**src/rtl/stream_mux_rr_if.sv**
```systemverilog
// stream_mux_rr_if: bundle of handshake/bus signals for the N:1 stream mux.
//   in_data   : NCH*WIDTH producer data, channel i at [i*WIDTH +: WIDTH]
//   in_valid  : per-channel beat valid
//   in_last   : per-channel end-of-packet flag
//   in_ready  : per-channel beat accepted (driven by the mux)
//   sel       : requested channel for externally selected arbitration
//   out_data  : registered output data
//   out_valid : output beat valid
//   out_last  : output end-of-packet flag
//   out_ready : consumer accepts the output beat
//   grant     : channel currently locked
//   busy      : high while a packet is locked
// Modport slave is the mux's view; modport master is the surrounding
// producers/consumer.
interface stream_mux_rr_if #(
    parameter int WIDTH = 8,
    parameter int NCH   = 4,
    parameter int SELW  = 2
);
    logic [NCH*WIDTH-1:0] in_data;
    logic [NCH-1:0]       in_valid;
    logic [NCH-1:0]       in_last;
    logic [NCH-1:0]       in_ready;
    logic [SELW-1:0]      sel;
    logic [WIDTH-1:0]     out_data;
    logic                 out_valid;
    logic                 out_last;
    logic                 out_ready;
    logic [SELW-1:0]      grant;
    logic                 busy;

    modport slave (
        input  in_data, in_valid, in_last, sel, out_ready,
        output in_ready, out_data, out_valid, out_last, grant, busy
    );

    modport master (
        output in_data, in_valid, in_last, sel, out_ready,
        input  in_ready, out_data, out_valid, out_last, grant, busy
    );
endinterface

```
**src/rtl/stream_mux_rr.sv**
```systemverilog
// stream_mux_rr: N-channel stream multiplexer with packet locking.
// Arbitration is round-robin (MODE 0) or driven by bus.sel (MODE 1). A grant
// is held until a beat with in_last transfers. Output is a single register
// stage that can drain and load in the same cycle (1 beat/clk in a packet).
// Ports:
//   clk   : rising-edge clock
//   rst_n : synchronous active-low reset
//   bus   : stream_mux_rr_if.slave (see interface file for signal list)
module stream_mux_rr #(
    parameter int WIDTH = 8,
    parameter int NCH   = 4,
    parameter int SELW  = 2,
    parameter int MODE  = 0
) (
    input  logic           clk,
    input  logic           rst_n,
    stream_mux_rr_if.slave bus
);

    typedef enum logic [0:0] {
        IDLE   = 1'b0,
        LOCKED = 1'b1
    } state_t;

    state_t           state_r, state_nxt;
    logic [SELW-1:0]  grant_r, grant_nxt;
    logic [SELW-1:0]  last_grant_r, last_grant_nxt;
    logic             busy_r, busy_nxt;
    logic [WIDTH-1:0] out_data_r, out_data_nxt;
    logic             out_valid_r, out_valid_nxt;
    logic             out_last_r, out_last_nxt;

    logic             accept_s;
    logic             xfer_s;
    logic             cand_found_s;
    logic [SELW-1:0]  cand_s;
    logic [WIDTH-1:0] g_data_s;
    logic             g_valid_s;
    logic             g_last_s;
    logic [NCH-1:0]   in_ready_s;

    assign bus.out_data  = out_data_r;
    assign bus.out_valid = out_valid_r;
    assign bus.out_last  = out_last_r;
    assign bus.grant     = grant_r;
    assign bus.busy      = busy_r;
    assign bus.in_ready  = in_ready_s;

    // Candidate selection for the next arbitration.
    always_comb begin
        cand_found_s = 1'b0;
        cand_s       = {SELW{1'b0}};
        if (MODE == 0) begin
            // Descending distance so the channel nearest after last_grant
            // is written last and therefore wins.
            for (int k = NCH; k >= 1; k--) begin
                for (int i = 0; i < NCH; i++) begin
                    if ((((int'(last_grant_r) + k) % NCH) == i) && bus.in_valid[i]) begin
                        cand_found_s = 1'b1;
                        cand_s       = SELW'(i);
                    end else begin
                        cand_found_s = cand_found_s;
                        cand_s       = cand_s;
                    end
                end
            end
        end else begin
            // sel values >= NCH match no channel, so no grant is issued.
            for (int i = 0; i < NCH; i++) begin
                if ((bus.sel == SELW'(i)) && bus.in_valid[i]) begin
                    cand_found_s = 1'b1;
                    cand_s       = SELW'(i);
                end else begin
                    cand_found_s = cand_found_s;
                    cand_s       = cand_s;
                end
            end
        end
    end

    // Granted-channel data/valid/last mux and per-channel ready.
    always_comb begin
        g_data_s   = {WIDTH{1'b0}};
        g_valid_s  = 1'b0;
        g_last_s   = 1'b0;
        in_ready_s = {NCH{1'b0}};
        accept_s   = !out_valid_r || bus.out_ready;
        for (int i = 0; i < NCH; i++) begin
            g_data_s      = g_data_s | (bus.in_data[i*WIDTH +: WIDTH] & {WIDTH{grant_r == SELW'(i)}});
            g_valid_s     = g_valid_s | (bus.in_valid[i] & (grant_r == SELW'(i)));
            g_last_s      = g_last_s | (bus.in_last[i] & (grant_r == SELW'(i)));
            // Ready never looks at in_valid, only at lock state and output room.
            in_ready_s[i] = (state_r == LOCKED) && (grant_r == SELW'(i)) && accept_s;
        end
    end

    // Next-state and next-output computation.
    always_comb begin
        state_nxt      = state_r;
        grant_nxt      = grant_r;
        last_grant_nxt = last_grant_r;
        busy_nxt       = busy_r;
        out_data_nxt   = out_data_r;
        out_valid_nxt  = out_valid_r;
        out_last_nxt   = out_last_r;
        xfer_s         = (state_r == LOCKED) && g_valid_s && accept_s;

        case (state_r)
            IDLE: begin
                if (cand_found_s) begin
                    state_nxt = LOCKED;
                    grant_nxt = cand_s;
                    busy_nxt  = 1'b1;
                end else begin
                    state_nxt = IDLE;
                end
            end
            LOCKED: begin
                if (xfer_s && g_last_s) begin
                    state_nxt      = IDLE;
                    last_grant_nxt = grant_r;
                    busy_nxt       = 1'b0;
                end else begin
                    state_nxt = LOCKED;
                end
            end
            default: begin
                state_nxt = IDLE;
                busy_nxt  = 1'b0;
            end
        endcase

        // Load wins over drain so a beat can leave and enter in one cycle.
        if (xfer_s) begin
            out_data_nxt  = g_data_s;
            out_last_nxt  = g_last_s;
            out_valid_nxt = 1'b1;
        end else if (out_valid_r && bus.out_ready) begin
            out_valid_nxt = 1'b0;
        end else begin
            out_valid_nxt = out_valid_r;
        end
    end

    // State and output registers with synchronous reset.
    always_ff @(posedge clk) begin
        if (!rst_n) begin
            state_r      <= IDLE;
            grant_r      <= {SELW{1'b0}};
            last_grant_r <= SELW'(NCH - 1);
            busy_r       <= 1'b0;
            out_data_r   <= {WIDTH{1'b0}};
            out_valid_r  <= 1'b0;
            out_last_r   <= 1'b0;
        end else begin
            state_r      <= state_nxt;
            grant_r      <= grant_nxt;
            last_grant_r <= last_grant_nxt;
            busy_r       <= busy_nxt;
            out_data_r   <= out_data_nxt;
            out_valid_r  <= out_valid_nxt;
            out_last_r   <= out_last_nxt;
        end
    end

endmodule

```
**src/flat_wrapper.sv**
```systemverilog
// flat-port wrapper written by rule: the top's interface ports become plain ports
module stream_mux_rr_flat 
#(
    parameter int WIDTH = 8,
    parameter int NCH   = 4,
    parameter int SELW  = 2,
    parameter int MODE  = 0
)
  (clk, rst_n, bus_in_data, bus_in_valid, bus_in_last, bus_sel, bus_out_ready, bus_in_ready, bus_out_data, bus_out_valid, bus_out_last, bus_grant, bus_busy);
  stream_mux_rr_if #(.WIDTH(WIDTH), .NCH(NCH), .SELW(SELW)) bus_i ();
  input  logic clk;
  input  logic rst_n;
  input wire logic [$bits(bus_i.in_data)-1:0] bus_in_data;
  input wire logic [$bits(bus_i.in_valid)-1:0] bus_in_valid;
  input wire logic [$bits(bus_i.in_last)-1:0] bus_in_last;
  input wire logic [$bits(bus_i.sel)-1:0] bus_sel;
  input wire logic [$bits(bus_i.out_ready)-1:0] bus_out_ready;
  output wire logic [$bits(bus_i.in_ready)-1:0] bus_in_ready;
  output wire logic [$bits(bus_i.out_data)-1:0] bus_out_data;
  output wire logic [$bits(bus_i.out_valid)-1:0] bus_out_valid;
  output wire logic [$bits(bus_i.out_last)-1:0] bus_out_last;
  output wire logic [$bits(bus_i.grant)-1:0] bus_grant;
  output wire logic [$bits(bus_i.busy)-1:0] bus_busy;
  assign bus_i.in_data = bus_in_data;
  assign bus_i.in_valid = bus_in_valid;
  assign bus_i.in_last = bus_in_last;
  assign bus_i.sel = bus_sel;
  assign bus_i.out_ready = bus_out_ready;
  assign bus_in_ready = bus_i.in_ready;
  assign bus_out_data = bus_i.out_data;
  assign bus_out_valid = bus_i.out_valid;
  assign bus_out_last = bus_i.out_last;
  assign bus_grant = bus_i.grant;
  assign bus_busy = bus_i.busy;
  stream_mux_rr #(.WIDTH(WIDTH), .NCH(NCH), .SELW(SELW), .MODE(MODE)) u_core (.clk(clk), .rst_n(rst_n), .bus(bus_i));
endmodule
```
**config.mk**
```make
export PLATFORM = sky130hd
export DESIGN_NAME = stream_mux_rr_flat
export DESIGN_NICKNAME = d
export VERILOG_FILES = /design/src/rtl/stream_mux_rr_if.sv /design/src/rtl/stream_mux_rr.sv /design/src/flat_wrapper.sv
export SDC_FILE = /design/constraint.sdc
export NUM_CORES = 1
export LEC_CHECK = 0
export ABC_AREA = 1
export BUFFER_PORTS_ARGS = -buffer_cell sky130_fd_sc_hd__buf_2
export CORE_UTILIZATION = 39
export DETAILED_ROUTE_END_ITERATION = 6
export PLACE_DENSITY = 0.85
export RECOVER_POWER = 25
export SLEW_MARGIN = 40
export SYNTH_ARGS = -nofsm -noshare
export SYNTH_HDL_FRONTEND = slang
export SYNTH_SLANG_ARGS = --single-unit
```
**constraint.sdc**
```tcl
create_clock -name clk -period 1.3 [get_ports clk]
set_input_delay 0.195 -clock clk [delete_from_list [all_inputs] [get_ports clk]]
set_output_delay 0.195 -clock clk [all_outputs]
set_load 0.01 [all_outputs]
```
==> run summary, run 1 <==
For the final routed database, the setup TNS stands at -1.404 ns. The run gives 336.6 sq um as the area taken by flip-flops and latches. The initialized floorplan defines 18 standard-cell rows. From synthesis to final layout, the design area changed by 80.95%. The tree built by TritonCTS fans out to 16 sinks. The final cell count without fillers was 289. The minimum clock period is 1.557 ns, and the detailed-route wire length on metal 1 is 1616 um. The fraction of power spent switching nets works out to 0.4267. The count of nets left with antenna violations once routing finished came out at 0. The run gives 0.146 as the clock network fraction of design power. The first global-routing pass estimated 5388 um of wire. The detailed-route vias per instance was 5.377.

The tools report the cell at the root of the clock tree as clkbuf_4. The maximum count of clock buffers along a single path came out at 2. The logs give 305 for the number of nets in the layout and 0 for the global route total overflow. The proportion of power drawn by flip-flops and latches came out at 0.283.

Counting instances in the post-synthesis netlist gives the leading cell types as nand2_1 (58), dfxtp_1 (16), nand3_1 (14). The number of instances in the synthesized netlist came out at 165. The logs give 0.8166 for the headroom to the max-slew limit and 0 for the initial antenna violation count.

The final setup skew is 0.006631 ns. The worst register-to-register path ends at u_core.state_r$_SDFF_PN0_. When the netlist entered floorplanning its net count stood at 210. STA classifies the critical path startpoint as a flip-flop. The number of buffers added to fix hold violations after cts is 0. Portion of synthesized cell area occupied by the leading cell type: 0.2956. In the detailed route, the total length drawn on met2 is 2081 um. The type of the worst setup path was flip-flop to flip-flop. The register clock-pin slew on the reported worst setup and hold paths is 0.11 ns.

For this block, the initial DRC count from the detailed router was 23. Setup repair after global routing could not meet its margin everywhere. The number of flops mapped to enable cells by yosys is 0, and the switching power of the nets is 1.038 mW. Fill cells in the final layout number 190. Counting cells, the worst reg-to-reg path comes to 11. The die is 54.71 um wide. A synthesized cell averages 6.567 sq um. The number of library cell types mapped by synthesis is 26.

The fraction of layout cells with a size suffix above 1 came out at 0.6100. The most common cell in the netlist was nand2_1. For this run, the top clock speed supported by timing is 642.3 MHz. The die covers 2993 sq um.

The run gives 0 as the total count of max-transition violations in the final report. The run gives -0.2569 ns as the final setup slack of the worst path. In the post-synthesis netlist, the biggest area contributors are dfxtp_1 (30%), nand2_1 (20%), a221oi_1 (6.5%). For the remaining design rule violation count, the log shows 0.

The commonest register cell after synthesis was dfxtp_1. The tools report the estimated wirelength of the detail-placed design as 2419 um. After detailed routing, the total wire length is 4113 um. Entering global routing, the biggest net connects 19 pins.

TritonCTS built the clock tree. Along the worst hold path, the cell count comes to 3. The tool flagged a number of max-cap violations equal to 0.

The end point of the most critical hold path is u_core.bus.out_data[6]$_SDFFE_PN0P_. In this run the register-to-register setup slack is -0.26 ns. The starting density of the core is 0.4258, and the met3 wirelength from detailed routing is 279 um. The number of global-route vias before repair is 1393, and the number of warnings reported in the yosys synthesis log is 0. The post-route total power is 2.433 mW. The tools report the placed instance count as 272. 62 I/O pins were placed. The startpoint of the lowest-slack register-to-register path is u_core.last_grant_r[0]$_SDFFE_PN1P_. The area of the mapped netlist was 1084 sq um; the area of the core was 2545 sq um. The internal portion of the total power is 1.395 mW.

In this run the most critical hold path is launched from bus_in_data[22]. The share of flip-flops with an asynchronous set or reset was 0. At the end of routability-driven placement, the weighted congestion stood at 0.8422.

OpenSTA, run right after detailed placement, puts the worst setup slack at -0.2540 ns. Share of the core filled with cells: 0.7704. The run finished, with violations left. The combinational cell fraction of total power came out at 0.571. The final non-filler cell area was 1961 sq um; the cell leakage power was 0.9990 nW. Setup violations remaining at the end of the flow were counted as 17. CTS H-tree depth: 1. The total routing resource utilization after global routing was 0.2529; the transition time at the pin with the least slew margin was 0.2751 ns. The critical path capture point type is a flip-flop. Port buffering added 59 buffers.

In this run the cell area measured after placement is 1555 sq um. The leading area contributor after synthesis is dfxtp_1. In this run, CTS created clock tree buffers numbering 3. At the worst endpoint, the required time is 1.54 ns. Part of the cycle the worst path needs: 1.198.

Across all hold checks on the routed design, the worst slack comes to 0.1682 ns. The final-report hold violation count was 0; the areal power density over the cells was 1241 nW/um^2. For the multi-input combinational cell area, the log shows 874.6 sq um. For this run, the detailed router's first-pass iteration total came to 4.

The arrival time at the worst endpoint was 1.80 ns; the largest fanout on the critical path was 7. The run gives 0.9142 mV as the peak supply drop. The average routed wire per standard cell works out to 14.23 um. The highest metal layer carrying signal wires in the routed design is met4. 0 antenna diodes ended up in the layout. The portion of the post-synthesis area used by sequential elements is 0.2956, and the height of the chip is 54.71 um. The type of the most critical hold path was primary input to flip-flop. The final reports fail on setup timing. The clock network latency to the later pin of the worst-skew pair came out at 0.31 ns. The synthesized flop and latch total came out at 16. Summing over every cut layer, the via total after detailed routing is 1554.
kinds of logic after synthesis:
kind of cell           share of synthesized area
DFF                                       0.2956
buffers and inverters                    0.09700
and+or+nand+nor                           0.4122
AOI/OAI and AO/OA                         0.1952
how the worst max path moves through the flow:
stage,endpoint,startpoint,slack (ns)
2_1_floorplan,u_core.bus.grant[0]$_SDFFE_PN0P_,u_core.last_grant_r[1]$_SDFFE_PN1P_,0.01
3_5_place_dp,u_core.bus.grant[1]$_SDFFE_PN0P_,u_core.last_grant_r[1]$_SDFFE_PN1P_,-0.25
3_3_place_gp,u_core.bus.grant[0]$_SDFFE_PN0P_,u_core.last_grant_r[1]$_SDFFE_PN1P_,-0.21
5_1_grt,u_core.state_r$_SDFF_PN0_,u_core.last_grant_r[0]$_SDFFE_PN1P_,-0.35
4_1_cts,u_core.bus.grant[0]$_SDFFE_PN0P_,u_core.last_grant_r[1]$_SDFFE_PN1P_,-0.11
6_report,u_core.state_r$_SDFF_PN0_,u_core.last_grant_r[0]$_SDFFE_PN1P_,-0.26
placed cells by master, fill, tap and decap left out, drive strengths merged:
| master | count |
|---|---|
| nand4 | 4 |
| nand3 | 15 |
| o21ai | 11 |
| nor3 | 3 |
| a21oi | 12 |
| a221oi | 8 |
| nand2 | 63 |
| dfxtp | 16 |
| inv | 15 |
| buf | 90 |
| a31oi | 3 |
| o211ai | 1 |
| clkbuf | 7 |
| nor2 | 11 |
worst max-delay path, stage by stage (launching register included):
cell	delay (ns)
dfxtp_4	0.39
buf_6	0.14
nor2_4	0.15
nand2_2	0.08
nand2_2	0.07
nor2_2	0.04
nand3_2	0.06
nor3_2	0.04
nor2_2	0.19
inv_2	0.09
buf_6	0.13
a21oi_2	0.12
registers in the layout, indices dropped and copies added (netlist names):
register              flops
u_core.bus.out_last       1
u_core.last_grant_r       2
u_core.bus.out_valid      1
u_core.state_r            1
u_core.bus.out_data       8
u_core.bus.busy           1
u_core.bus.grant          2
power by group through the flow:
stage,Clock (mW),Combinational [mW],Sequential [mW]
floorplan,0,0.581,0.677
global placement,0,0.934,0.678
detailed placement,0,0.939,0.681
CTS,0.353,1.05,0.683
global route,0.378,1.50,0.700
finish,0.356,1.39,0.689
routing by layer:
metal / vias to the layer above / track usage
met2: 85 / 0.4478
met4: 0 / 0.1368
li1: 755 / -
met1: 697 / 0.2815
met3: 17 / 0.04444
met5: - / 0
repair_timing:
| action | in CTS | in global routing |
|---|---|---|
| endpoints found under the setup margin | 18 | 19 |
| setup buffers | 6 | 5 |
| gates cloned | 0 | 2 |
| pin swaps | 6 | 16 |
| gates resized for setup | 28 | 55 |
cell type report:
class,count,area share
clock buffer,4,0.01851
sequential,16,0.1717
tap,30,0.01914
multi-input combinational,131,0.4461
inverter,13,0.03510
timing repair buffer,93,0.3006
timing repair inverter,2,0.008934
Power figures use the tool's default switching activity.
==> run 2, diff against run 1 <==
--- a/config.mk
+++ b/config.mk
@@ -5,11 +5,11 @@
 export SDC_FILE = /design/constraint.sdc
 export NUM_CORES = 1
 export LEC_CHECK = 0
-export ABC_AREA = 1
+export ABC_AREA = 0
 export BUFFER_PORTS_ARGS = -buffer_cell sky130_fd_sc_hd__buf_2
-export CORE_UTILIZATION = 39
+export CORE_UTILIZATION = 37
 export DETAILED_ROUTE_END_ITERATION = 6
-export PLACE_DENSITY = 0.85
+export PLACE_DENSITY = 0.84
 export RECOVER_POWER = 25
 export SLEW_MARGIN = 40
 export SYNTH_ARGS = -nofsm -noshare
==> run summary, run 2 <==
The flow ran to the end, but the final reports show violations. The final reports fail on setup timing. The number of buffers added to fix hold violations after cts was 0; the global-route wire length before repair was 4243 um. For the global route total overflow, the log shows 0. The placed instances occupy a cell area of 1303 sq um. The category of the worst setup path launch point was a flip-flop. Area growth from synthesis to final layout: 52.75%. The Yosys step of the flow raised 0 warnings. At the end of the flow, the number of nets in the layout was 206.

The first-pass iteration count of the detailed router is 4, and the arrival time at the worst endpoint is 1.74 ns. The worst hold path cell count was 2. The run gives 24 as the number of DRC markers in iteration 0. The final non-filler cell area was 1460 sq um.

Among all flip-flop cells after synthesis, the most frequent one is dfxtp_1. The tightest min-delay check is of the primary input to flip-flop type. Average routed wire per standard cell: 15.39 um.

Setup total negative slack on the finished layout was measured at -2.463 ns. Across the routed clock network, the largest skew measured is 0.005020 ns. The run gives 199 as the final-layout fill cell count. Row count: 18. The most common cell in the synthesized netlist is dfxtp_1.

The synthesized area per cell works out to 10.50 sq um. The transition time at the pin with the least slew margin came out at 0.4929 ns. The worst setup path is captured at a flip-flop. For the finished layout, the period the worst path requires is 1.544 ns.

The repair_antennas step left the layout with diodes totalling 0. After clock tree synthesis, the clock-pin slew on the worst setup and hold paths is 0.10 ns. Starting density of the core: 0.3894.

The die is 52.83 um wide. The detailed-route vias per instance is 5.263, and the remaining design rule violation count is 0. The run gives 3 as the number of CTS-inserted buffers. For the number of global-route vias before repair, the log shows 896. The floorplan step defined a core boundary enclosing 2455 sq um. The largest fanout on the critical path was 5; the area of the mapped netlist was 955.9 sq um.

For the share of the core filled with cells, the log shows 0.5948. The clock network latency to the later pin of the worst-skew pair is 0.30 ns, and the flip-flop count of the largest register after layout is 8. Summing all multi-input logic gate instances after layout gives 614.3 sq um. The portion of synthesized cell area occupied by the leading cell type was 0.3351; the number of placed I/O pins was 62. The total wirelength of the detailed-routed design was 2925 um.

TritonCTS built the clock tree. The total number of vias came out at 1000. The peak supply drop is 0.7739 mV, and the number of library cell types mapped by synthesis is 22.

Depth of the worst register-to-register path: 5. The library cell used most frequently in the layout, excluding fill and tap cells, is buf_2. The remaining number of nets flagged by the antenna check after routing came out at 0.

After synthesis, the cell types taking the most area are dfxtp_1 (34%), mux4_2 (21%), mux2i_1 (9.4%). Number of max-cap violations: 0. The library cells used most frequently in the layout, excluding fill and tap cells, are buf_2 (57), dfxtp_1 (12), nor2b_1 (10), buf_4 (10). By startpoint and endpoint, the worst setup path is classified as flip-flop to flip-flop. For this run, the top clock speed supported by timing is 647.8 MHz.

The maximum count of clock buffers along a single path is 2. The logs give 0.8409 for the last weighted congestion value of the routability-driven placer and 0 for the initial antenna violation count. The wire-length estimate of the detail-placed layout is 2031 um.

The portion of the post-synthesis area used by sequential elements is 0.3351, and the number of nets in the synthesized netlist is 136. The total setup violations reported at the end of the flow was 17. Entering global routing, the biggest net connects 18 pins. For the total count of max-transition violations in the final report, the log shows 0. The clock net in this run drives a total of 16 sinks. The final-report hold violation count was 0. The root buffer cell chosen for the clock tree is clkbuf_4. In the synthesized netlist, the cells that appear most often are dfxtp_1 (16), nor2b_1 (10), mux2i_1 (9), mux4_2 (9).

The die covers 2791 sq um. Required arrival time at the worst endpoint: 1.50 ns. The headroom to the max-slew limit came out at 0.6629. The fraction of layout cells with a size suffix above 1 was 0.6313; the placed instance count was 181.

The analysis attributes to cell leakage a power of 0.7117 nW. Counting flops with a built-in enable in the synthesized netlist gives 0. For the CTS H-tree depth, the log shows 1. In this run the power density over the cells is 1133 nW/um^2. The synthesized flop and latch total works out to 16.

Setup repair after global routing could not meet its margin everywhere. In the synthesized netlist, the number of instances is 91. The share of flip-flops with an asynchronous set or reset is 0, and the final setup slack of the worst path is -0.2438 ns.

Measured along the y axis, the die boundary spans 52.83 um. The sequential cells in the finished layout cover a total of 330.3 sq um. The part of the cycle the worst path needs was 1.188; the count of buffers inserted at the top-level ports was 59.

The leading area contributor after synthesis was dfxtp_1. Total routing resource utilization after global routing: 0.2181. Once layout is complete, the cells apart from fillers number 190.
==> run 2: stage by stage <==
| stage | setup WS [ns] | hold slack, ns | power (mW) |
|---|---|---|---|
| floorplan | -0.2787 | 0.3232 | 1.008 |
| global placement | -0.1585 | 0.4512 | 1.170 |
| detailed placement | -0.2094 | 0.4569 | 1.198 |
| CTS | -0.1820 | 0.1919 | 1.617 |
| global route | -0.2979 | 0.1986 | 1.732 |
| finish | -0.2438 | 0.1981 | 1.654 |
==> run 2: report_power, final <==
| part | internal, mW | leakage, nW | switching [mW] |
|---|---|---|---|
| logic | 0.373 | 0.557 | 0.301 |
| clock network | 0.171 | 0.0210 | 0.174 |
| registers | 0.566 | 0.133 | 0.0691 |
| total | 1.11 | 0.712 | 0.544 |
==> run 2: final timing paths <==
path                                         start                                  end  slack [ns]
setup / recovery  u_core.bus.grant[1]$_SDFFE_PN0P_  u_core.bus.out_data[5]$_SDFFE_PN0P_       -0.24
hold / removal                               rst_n  u_core.last_grant_r[1]$_SDFFE_PN1P_        0.20
setup reg to reg  u_core.bus.grant[1]$_SDFFE_PN0P_  u_core.bus.out_data[5]$_SDFFE_PN0P_       -0.24
hold reg to reg       u_core.bus.busy$_SDFFE_PN0P_         u_core.bus.busy$_SDFFE_PN0P_        0.48
==> run 2: layout make-up <==
cell class | count | share of cell area
clock buffers | 4 | 0.02485
inverters | 3 | 0.01114
multi-input cells | 64 | 0.4207
flip-flops and latches | 16 | 0.2262
well taps | 30 | 0.02571
repair buffers | 73 | 0.2913
==> run 2: logic make-up (layout without fill, tap and decap cells) <==
kind of cell           count (synthesis)  after routing  share of synthesized area
AO/OA/AOI/OAI                         13             13                    0.08771
multiplexers                          19             19                     0.3338
AND/OR/NAND/NOR                       32             32                     0.1728
flip-flops                            16             16                     0.3351
buffers and inverters                 11             80                    0.07068
==> run 2: worst max-delay path, stage by stage (launching register included) <==
cell and delay (ns):
dfxtp_2 0.36, mux4_2 0.54, nand3_2 0.12, buf_6 0.14, mux2i_1 0.22, nor2b_1 0.07
==> run 2: per-layer routing <==
| layer | GRT usage | vias up | share of wire |
|---|---|---|---|
| met2 | 0.3650 | 54 | 0.56 |
| met1 | 0.2527 | 473 | 0.36 |
| met5 | 0 | - | 0 |
| met4 | 0.1228 | 0 | 0.024 |
| li1 | - | 465 | - |
| met3 | 0.04928 | 8 | 0.054 |
==> run 2: repair_timing <==
item	CTS	global route
gates resized for setup	21	9
buffers inserted	4	2
pin swaps	6	5
setup endpoints to repair	17	19
